--- config.mk ---
export PLATFORM = sky130hd
export DESIGN_NAME = ahb_trace_capture
export DESIGN_NICKNAME = d
export VERILOG_FILES = /design/src/rtl/ahb_trace_pkg.sv /design/src/rtl/trace_fifo.sv /design/src/rtl/ahb_trace_capture.sv
export SDC_FILE = /design/constraint.sdc
export NUM_CORES = 1
export LEC_CHECK = 0
export BUFFER_PORTS_ARGS = -buffer_cell sky130_fd_sc_hd__buf_2
export CELL_PAD_IN_SITES_DETAIL_PLACEMENT = 1
export CELL_PAD_IN_SITES_GLOBAL_PLACEMENT = 2
export CORE_MARGIN = 2
export CORE_UTILIZATION = 54
export CTS_BUF_LIST = sky130_fd_sc_hd__clkbuf_4
export DETAILED_ROUTE_END_ITERATION = 10
export PLACE_DENSITY_LB_ADDON = 0.1
export SLEW_MARGIN = 25
export SYNTH_ARGS = -nofsm -noshare
export SYNTH_HDL_FRONTEND = slang
export SYNTH_HIERARCHICAL = 1
export SYNTH_SLANG_ARGS = --single-unit
--- constraint.sdc ---
create_clock -name clk -period 12.1 [get_ports clk]
set_input_delay 1.21 -clock clk [delete_from_list [all_inputs] [get_ports clk]]
set_output_delay 1.21 -clock clk [all_outputs]
set_load 0.05 [all_outputs]
--- src/rtl/ahb_trace_pkg.sv ---
// Shared AHB encodings and the trace record layout for the AHB trace capture block.
package ahb_trace_pkg;

  localparam logic [1:0] HTRANS_IDLE   = 2'b00;
  localparam logic [1:0] HTRANS_BUSY   = 2'b01;
  localparam logic [1:0] HTRANS_NONSEQ = 2'b10;
  localparam logic [1:0] HTRANS_SEQ    = 2'b11;

  localparam logic HRESP_OKAY  = 1'b0;
  localparam logic HRESP_ERROR = 1'b1;

  localparam int ATTR_W = 14;

  typedef struct packed {
    logic [31:0]       addr;
    logic [31:0]       data;
    logic [ATTR_W-1:0] attr;
    logic [31:0]       ts;
  } trace_rec_t;

  localparam int REC_W = $bits(trace_rec_t);

endpackage

--- src/rtl/trace_fifo.sv ---
// First-word-fall-through FIFO holding trace records; a push into a full FIFO
// is accepted when a pop happens in the same cycle.
module trace_fifo #(
  parameter int DEPTH = 16,
  parameter int W     = 8
) (
  input  logic         clk_i,
  input  logic         rst_ni,
  input  logic         push_i,
  input  logic [W-1:0] wr_data_i,
  input  logic         pop_i,
  output logic [W-1:0] rd_data_o,
  output logic         full_o,
  output logic         empty_o
);

  localparam int AW = $clog2(DEPTH);

  logic [W-1:0] mem_q [DEPTH];
  logic [AW:0]  wptr_q, wptr_d;
  logic [AW:0]  rptr_q, rptr_d;
  logic         push_ok, pop_ok;

  assign full_o  = (wptr_q[AW] != rptr_q[AW]) && (wptr_q[AW-1:0] == rptr_q[AW-1:0]);
  assign empty_o = (wptr_q == rptr_q);
  assign push_ok = push_i & (~full_o | pop_i);
  assign pop_ok  = pop_i & ~empty_o;

  // Output forced to zero when empty so the record bus never shows stale or unwritten entries.
  assign rd_data_o = empty_o ? '0 : mem_q[rptr_q[AW-1:0]];

  always_comb begin
    wptr_d = wptr_q;
    rptr_d = rptr_q;
    if (push_ok) wptr_d = wptr_q + 1'b1;
    if (pop_ok)  rptr_d = rptr_q + 1'b1;
  end

  always_ff @(posedge clk_i or negedge rst_ni) begin
    if (!rst_ni) begin
      wptr_q <= '0;
      rptr_q <= '0;
    end else begin
      wptr_q <= wptr_d;
      rptr_q <= rptr_d;
    end
  end

  always_ff @(posedge clk_i) begin
    if (push_ok) mem_q[wptr_q[AW-1:0]] <= wr_data_i;
  end

endmodule

--- src/rtl/ahb_trace_capture.sv ---
// Passive AHB-Lite snooper: pairs address and data phases into trace records and buffers them.
// Optional macro TRACE_TIMESTAMP_EN adds a cycle-count timestamp to every record.
module ahb_trace_capture
  import ahb_trace_pkg::*;
#(
  parameter int DEPTH = 16,
  parameter int CNT_W = 16
) (
  input  logic              clk,
  input  logic              rst_b,
  input  logic              cap_en,
  input  logic              skip_zero,
  input  logic [31:0]       haddr,
  input  logic [1:0]        htrans,
  input  logic              hwrite,
  input  logic [2:0]        hsize,
  input  logic [2:0]        hburst,
  input  logic [3:0]        hprot,
  input  logic [31:0]       hwdata,
  input  logic [31:0]       hrdata,
  input  logic              hready,
  input  logic              hresp,
  output logic              tr_valid,
  input  logic              tr_ready,
  output logic [31:0]       tr_addr,
  output logic [31:0]       tr_data,
  output logic [13:0]       tr_attr,
  output logic [31:0]       tr_ts,
  output logic              ovf,
  output logic [CNT_W-1:0]  drop_cnt,
  input  logic              clr
);

`ifdef TRACE_TIMESTAMP_EN
  localparam int FIFO_W = REC_W;
`else
  localparam int FIFO_W = REC_W - 32;
`endif

  logic              accept, push, pop, drop;
  logic              fifo_full, fifo_empty;
  logic              pend_q, pend_d;
  logic [31:0]       addr_q, addr_d;
  logic [ATTR_W-2:0] ahi_q, ahi_d;
  logic              ovf_q, ovf_d;
  logic [CNT_W-1:0]  cnt_q, cnt_d;
  logic [31:0]       rec_data;
  logic [ATTR_W-1:0] rec_attr;
  logic [FIFO_W-1:0] wr_data, rd_data;
  trace_rec_t        rd_rec;

  assign accept = hready & ((htrans == HTRANS_NONSEQ) | (htrans == HTRANS_SEQ)) & cap_en
                & ~(skip_zero & (haddr == 32'h0));
  assign push   = pend_q & hready;
  assign pop    = ~fifo_empty & tr_ready;
  assign drop   = push & fifo_full & ~pop;

  assign rec_data = ahi_q[ATTR_W-2] ? hwdata : hrdata;
  assign rec_attr = {ahi_q, (hresp == HRESP_ERROR)};

  // Wait states hold the pending address phase; any hready=1 cycle retires it and may reload it.
  always_comb begin
    pend_d = pend_q;
    addr_d = addr_q;
    ahi_d  = ahi_q;
    if (hready) begin
      pend_d = accept;
      if (accept) begin
        addr_d = haddr;
        ahi_d  = {hwrite, hsize, hburst, hprot, htrans};
      end
    end
  end

  always_comb begin
    ovf_d = ovf_q;
    cnt_d = cnt_q;
    if (clr) begin
      ovf_d = 1'b0;
      cnt_d = '0;
    end else if (drop) begin
      ovf_d = 1'b1;
      if (cnt_q != {CNT_W{1'b1}}) cnt_d = cnt_q + 1'b1;
    end
  end

  always_ff @(posedge clk or negedge rst_b) begin
    if (!rst_b) begin
      pend_q <= 1'b0;
      addr_q <= '0;
      ahi_q  <= '0;
      ovf_q  <= 1'b0;
      cnt_q  <= '0;
    end else begin
      pend_q <= pend_d;
      addr_q <= addr_d;
      ahi_q  <= ahi_d;
      ovf_q  <= ovf_d;
      cnt_q  <= cnt_d;
    end
  end

`ifdef TRACE_TIMESTAMP_EN
  logic [31:0] ts_cnt_q, pts_q, pts_d;

  assign pts_d = accept ? ts_cnt_q : pts_q;

  always_ff @(posedge clk or negedge rst_b) begin
    if (!rst_b) begin
      ts_cnt_q <= '0;
      pts_q    <= '0;
    end else begin
      ts_cnt_q <= ts_cnt_q + 32'd1;
      pts_q    <= pts_d;
    end
  end

  assign wr_data = {addr_q, rec_data, rec_attr, pts_q};
  assign rd_rec  = rd_data;
`else
  assign wr_data = {addr_q, rec_data, rec_attr};
  assign rd_rec  = {rd_data, 32'h0};
`endif

  trace_fifo #(
    .DEPTH (DEPTH),
    .W     (FIFO_W)
  ) u_fifo (
    .clk_i     (clk),
    .rst_ni    (rst_b),
    .push_i    (push),
    .wr_data_i (wr_data),
    .pop_i     (pop),
    .rd_data_o (rd_data),
    .full_o    (fifo_full),
    .empty_o   (fifo_empty)
  );

  assign tr_valid = ~fifo_empty;
  assign tr_addr  = rd_rec.addr;
  assign tr_data  = rd_rec.data;
  assign tr_attr  = rd_rec.attr;
  assign tr_ts    = rd_rec.ts;
  assign ovf      = ovf_q;
  assign drop_cnt = cnt_q;

endmodule

==> metrics.md <==
| Metric | Value |
|---|---|
| Number of warnings issued by yosys | `6` |
| Post-layout min period | `6500 ps` |
| Number of global-route vias before repair | `30900` |
| Layout Nets | `3193` |
| Number of max-capacitance violations reported | `0` |
| Seq pwr share | `0.388` |
| Clock latency reported for the late side of the worst-skew pair | `1160 ps` |
| Standard-cell rows | `113` |
| Setup Buffers After CTS | `0` |
| Max-slew headroom at the worst pin | `0.279` |
| Number of enable-type register cells in the synthesized netlist | `1248` |
| H-tree levels | `5` |
| Share of cells above drive strength 1 | `0.324` |
| Port Buf Inserts | `212` |
| Vias post-DR | `28500` |
| Kind of start point of the critical path | `flop` |
| Placer's final routability congestion estimate | `0.745` |
| Overall routed net length | `136000 um` |
| Die Width | `314 um` |
| Overall power of the completed layout | `14.3 mW` |
| Die Span Y | `314 um` |
| Transition time at the pin with the least slew margin | `1080 ps` |
| Final global-route overflow total | `0` |
| Cell-by-cell trace of the critical path | `and2_4 > buf_4 > buf_4 > a221oi_1 > o21ai_0 > a21oi_1 > buf_2` |
| Gr usage total | `0.280` |
| Number of antenna violations at the first check in global routing | `9` |
| Synth-to-Final Area Change | `12.4%` |
| Critical path endpoint category | `primary output` |
| Detailed-route wire length per cell | `29.6 um` |
| Pin count of the biggest net entering global routing | `127` |
| Clock tree from TritonCTS | `yes` |
| Highest-count cells in the layout ignoring fill and taps | `1248 x sky130_fd_sc_hd__edfxtp_1, 523 x sky130_fd_sc_hd__clkbuf_4, 313 x sky130_fd_sc_hd__mux2i_1` |
| Largest buffer count on any clock path | `4` |
| Post-cts hold buffer count | `1` |
| Post-placement cell count | `3981` |
| Placement-stage worst setup slack | `6680 ps` |
| Most common cell after layout, fill and taps aside | `sky130_fd_sc_hd__edfxtp_1` |
| Clock edge transition at the registers on the reported setup and hold paths | `70 ps` |
| Category of cells accounting for the largest share of critical-path delay | `buffers and inverters` |
| Type of the worst min-delay path | `input pin to flop` |
| Number of max-slew violations in the final report | `0` |
| Combinational group share of total power | `0.349` |
| Synth cell types | `57` |
| Worst Setup Slack, final | `5600 ps` |
| Placed wire-length estimate after detailed placement | `67800 um` |
| Total buffers and inverters traversed by the critical path | `3` |
| Category of the most critical setup path | `flop to primary output` |
| Arrival time reported for the critical path endpoint | `5290 ps` |
| Highest fanout seen on the critical path | `62` |
| Core area | `95200 um^2` |
| DR pass1 iterations | `5` |
| Cts repair resizes | `0` |
| Leakage component of the power | `20.2 nW` |
| First-pass GRT wire length | `201000 um` |
| Delay of the slowest critical-path stage | `900 ps` |
| Synth top area share | `0.721` |
| Required time of the critical path | `10890 ps` |
| Proportion of power drawn by the clock network | `0.263` |
| Root Buffer Master | `sky130_fd_sc_hd__clkbuf_4` |
| Final ANT Viol Nets | `0` |
| Crit-path most repeated cell | `sky130_fd_sc_hd__buf_4` |
| Register bit count reported by yosys | `1321` |
| Cell Count, Final, Fillers Out | `4584` |
| Effective utilization at floorplan | `0.546` |
| Accumulated negative setup slack | `0 ps` |
| Run status | `completed` |
| Net switching share of the total power | `0.380` |
| Ports placed on the boundary | `245` |
| P_int | `8.88 mW` |
| Unrepaired setup endpoints after global routing | `no` |
| Pwr Density | `245 nW/um^2` |
| Timing-limited maximum frequency | `154 MHz` |
| Via density | `6.21` |
| Inserted Clock Buffers | `350` |
| Mapped Avg Cell Area | `19.9 um^2` |
| Seq/Total Area, Yosys | `0.756` |
| Count of endpoints failing hold in the final timing report | `0` |
| Overall die area | `98800 um^2` |
| Detailed router's first-iteration violation count | `2289` |
| Switching power of the nets | `5.44 mW` |
| Main synth FF type | `sky130_fd_sc_hd__edfxtp_1` |
| Final setup viols | `0` |
| Async S/R FF share, synth | `0.0553` |
| Largest area contributor in the netlist | `sky130_fd_sc_hd__edfxtp_1` |
| Number of cells on the worst hold path | `2` |
| Slowest cell on crit path | `sky130_fd_sc_hd__buf_4` |
| R2R cell count | `10` |
| Share of the clock period used by the worst path after layout | `0.538` |
| Total number of clock tree sinks | `1321` |
| Worst-case clock skew | `77.0 ps` |
| Top area cells in the synthesized netlist | `sky130_fd_sc_hd__edfxtp_1 72%, sky130_fd_sc_hd__mux4_2 6.8%, sky130_fd_sc_hd__mux2i_1 6.0%` |
| Cell area after synthesis | `52000 um^2` |
| Post-synthesis instance total | `2616` |
| Max VDD drop | `0.275 mV` |
| Total DRC errors in the routed layout | `0` |
| Crit. path cell count | `7` |
logic make-up after synthesis:
family / share of synthesized area
other: 0.0000721
adder cells (fa/ha/maj): 0.00144
buffers and inverters: 0.0230
XOR/XNOR: 0.00236
flip-flops: 0.756
AO/OA/AOI/OAI: 0.0604
AND/OR/NAND/NOR: 0.0132
multiplexers: 0.143
sequential cells by signal, indices dropped and copies added, names as in the netlist:
signal	count
u_fifo/rptr_q	5
addr_q	32
ahi_q	13
drop_cnt	16
u_fifo/wptr_q	5
pend_q	1
u_fifo/mem_q	1248
ovf	1
synth_stat cells, types with 4 or more instances:
master and count:
sky130_fd_sc_hd__a211oi_1 21, sky130_fd_sc_hd__a21oi_1 68, sky130_fd_sc_hd__a221o_1 17, sky130_fd_sc_hd__a221oi_1 122, sky130_fd_sc_hd__a221oi_2 17, sky130_fd_sc_hd__a22o_1 13, sky130_fd_sc_hd__a22oi_1 61, sky130_fd_sc_hd__and2_1 4
sky130_fd_sc_hd__and3_1 18, sky130_fd_sc_hd__buf_2 50, sky130_fd_sc_hd__buf_4 51, sky130_fd_sc_hd__buf_6 23, sky130_fd_sc_hd__clkbuf_1 65, sky130_fd_sc_hd__dfrtp_1 73, sky130_fd_sc_hd__edfxtp_1 1248, sky130_fd_sc_hd__ha_1 6
sky130_fd_sc_hd__inv_1 10, sky130_fd_sc_hd__mux2_2 70, sky130_fd_sc_hd__mux2i_1 313, sky130_fd_sc_hd__mux4_2 156, sky130_fd_sc_hd__nand2_1 8, sky130_fd_sc_hd__nand3_1 6, sky130_fd_sc_hd__nand4_1 7, sky130_fd_sc_hd__nor2_1 14
sky130_fd_sc_hd__nor2b_1 12, sky130_fd_sc_hd__nor3b_1 18, sky130_fd_sc_hd__nor4_1 8, sky130_fd_sc_hd__o21ai_0 80, sky130_fd_sc_hd__xnor2_1 13
path summary, 6_finish.rpt:
| check | start | endpoint | slack (ps) |
|---|---|---|---|
| hold reg to reg | ovf | ovf | 520 |
| min in group asynchronous | rst_b | ahi_q[10] | 660 |
| setup / recovery | u_fifo/rptr_q[2] | tr_attr[13] | 5600 |
| hold / removal | hprot[2] | ahi_q[4] | 250 |
| max in group asynchronous | rst_b | u_fifo/rptr_q[2] | 10230 |
| setup reg to reg | u_fifo/rptr_q[2] | u_fifo/mem_q[7][16] | 6890 |
routing by layer:
metal / up-vias / wire [um] / global-route usage
met4: 4 / 2500 / 0.0847
met3: 191 / 9710 / 0.0598
met1: 15100 / 55800 / 0.383
met5: - / 26 / 0
li1: 12000 / - / -
met2: 1195 / 67800 / 0.457
power by group through the flow:
stage	sequential [mW]	combinational, mW	clock [mW]
floorplan	5.50	3.75	0
global placement	5.63	4.93	0
detailed placement	5.66	5.00	0
CTS	5.56	5.01	3.87
global route	5.59	5.26	4.11
finish	5.56	4.99	3.77
per-stage QoR:
step | hold slack, ps | cell area (um^2) | util
6_report | 255 | 58500 | 0.614
5_1_grt | 157 | 58500 | 0.614
4_1_cts | 80.4 | 58400 | 0.614
3_5_place_dp | 502 | 54100 | 0.569
3_3_place_gp | 488 | 54100 | 0.569
2_1_floorplan | 502 | 52100 | -
final cells by class:
class	instances	area, um^2
clock inverters	75	354
fillers	8330	36700
flip-flops and latches	1321	39300
clock buffers	523	3930
well taps	1265	1580
inverters	11	47.5
repair buffers	262	1520
multi-input cells	1124	11700
diodes	3	7.51
No activity file was read; power rests on OpenSTA's default activity.
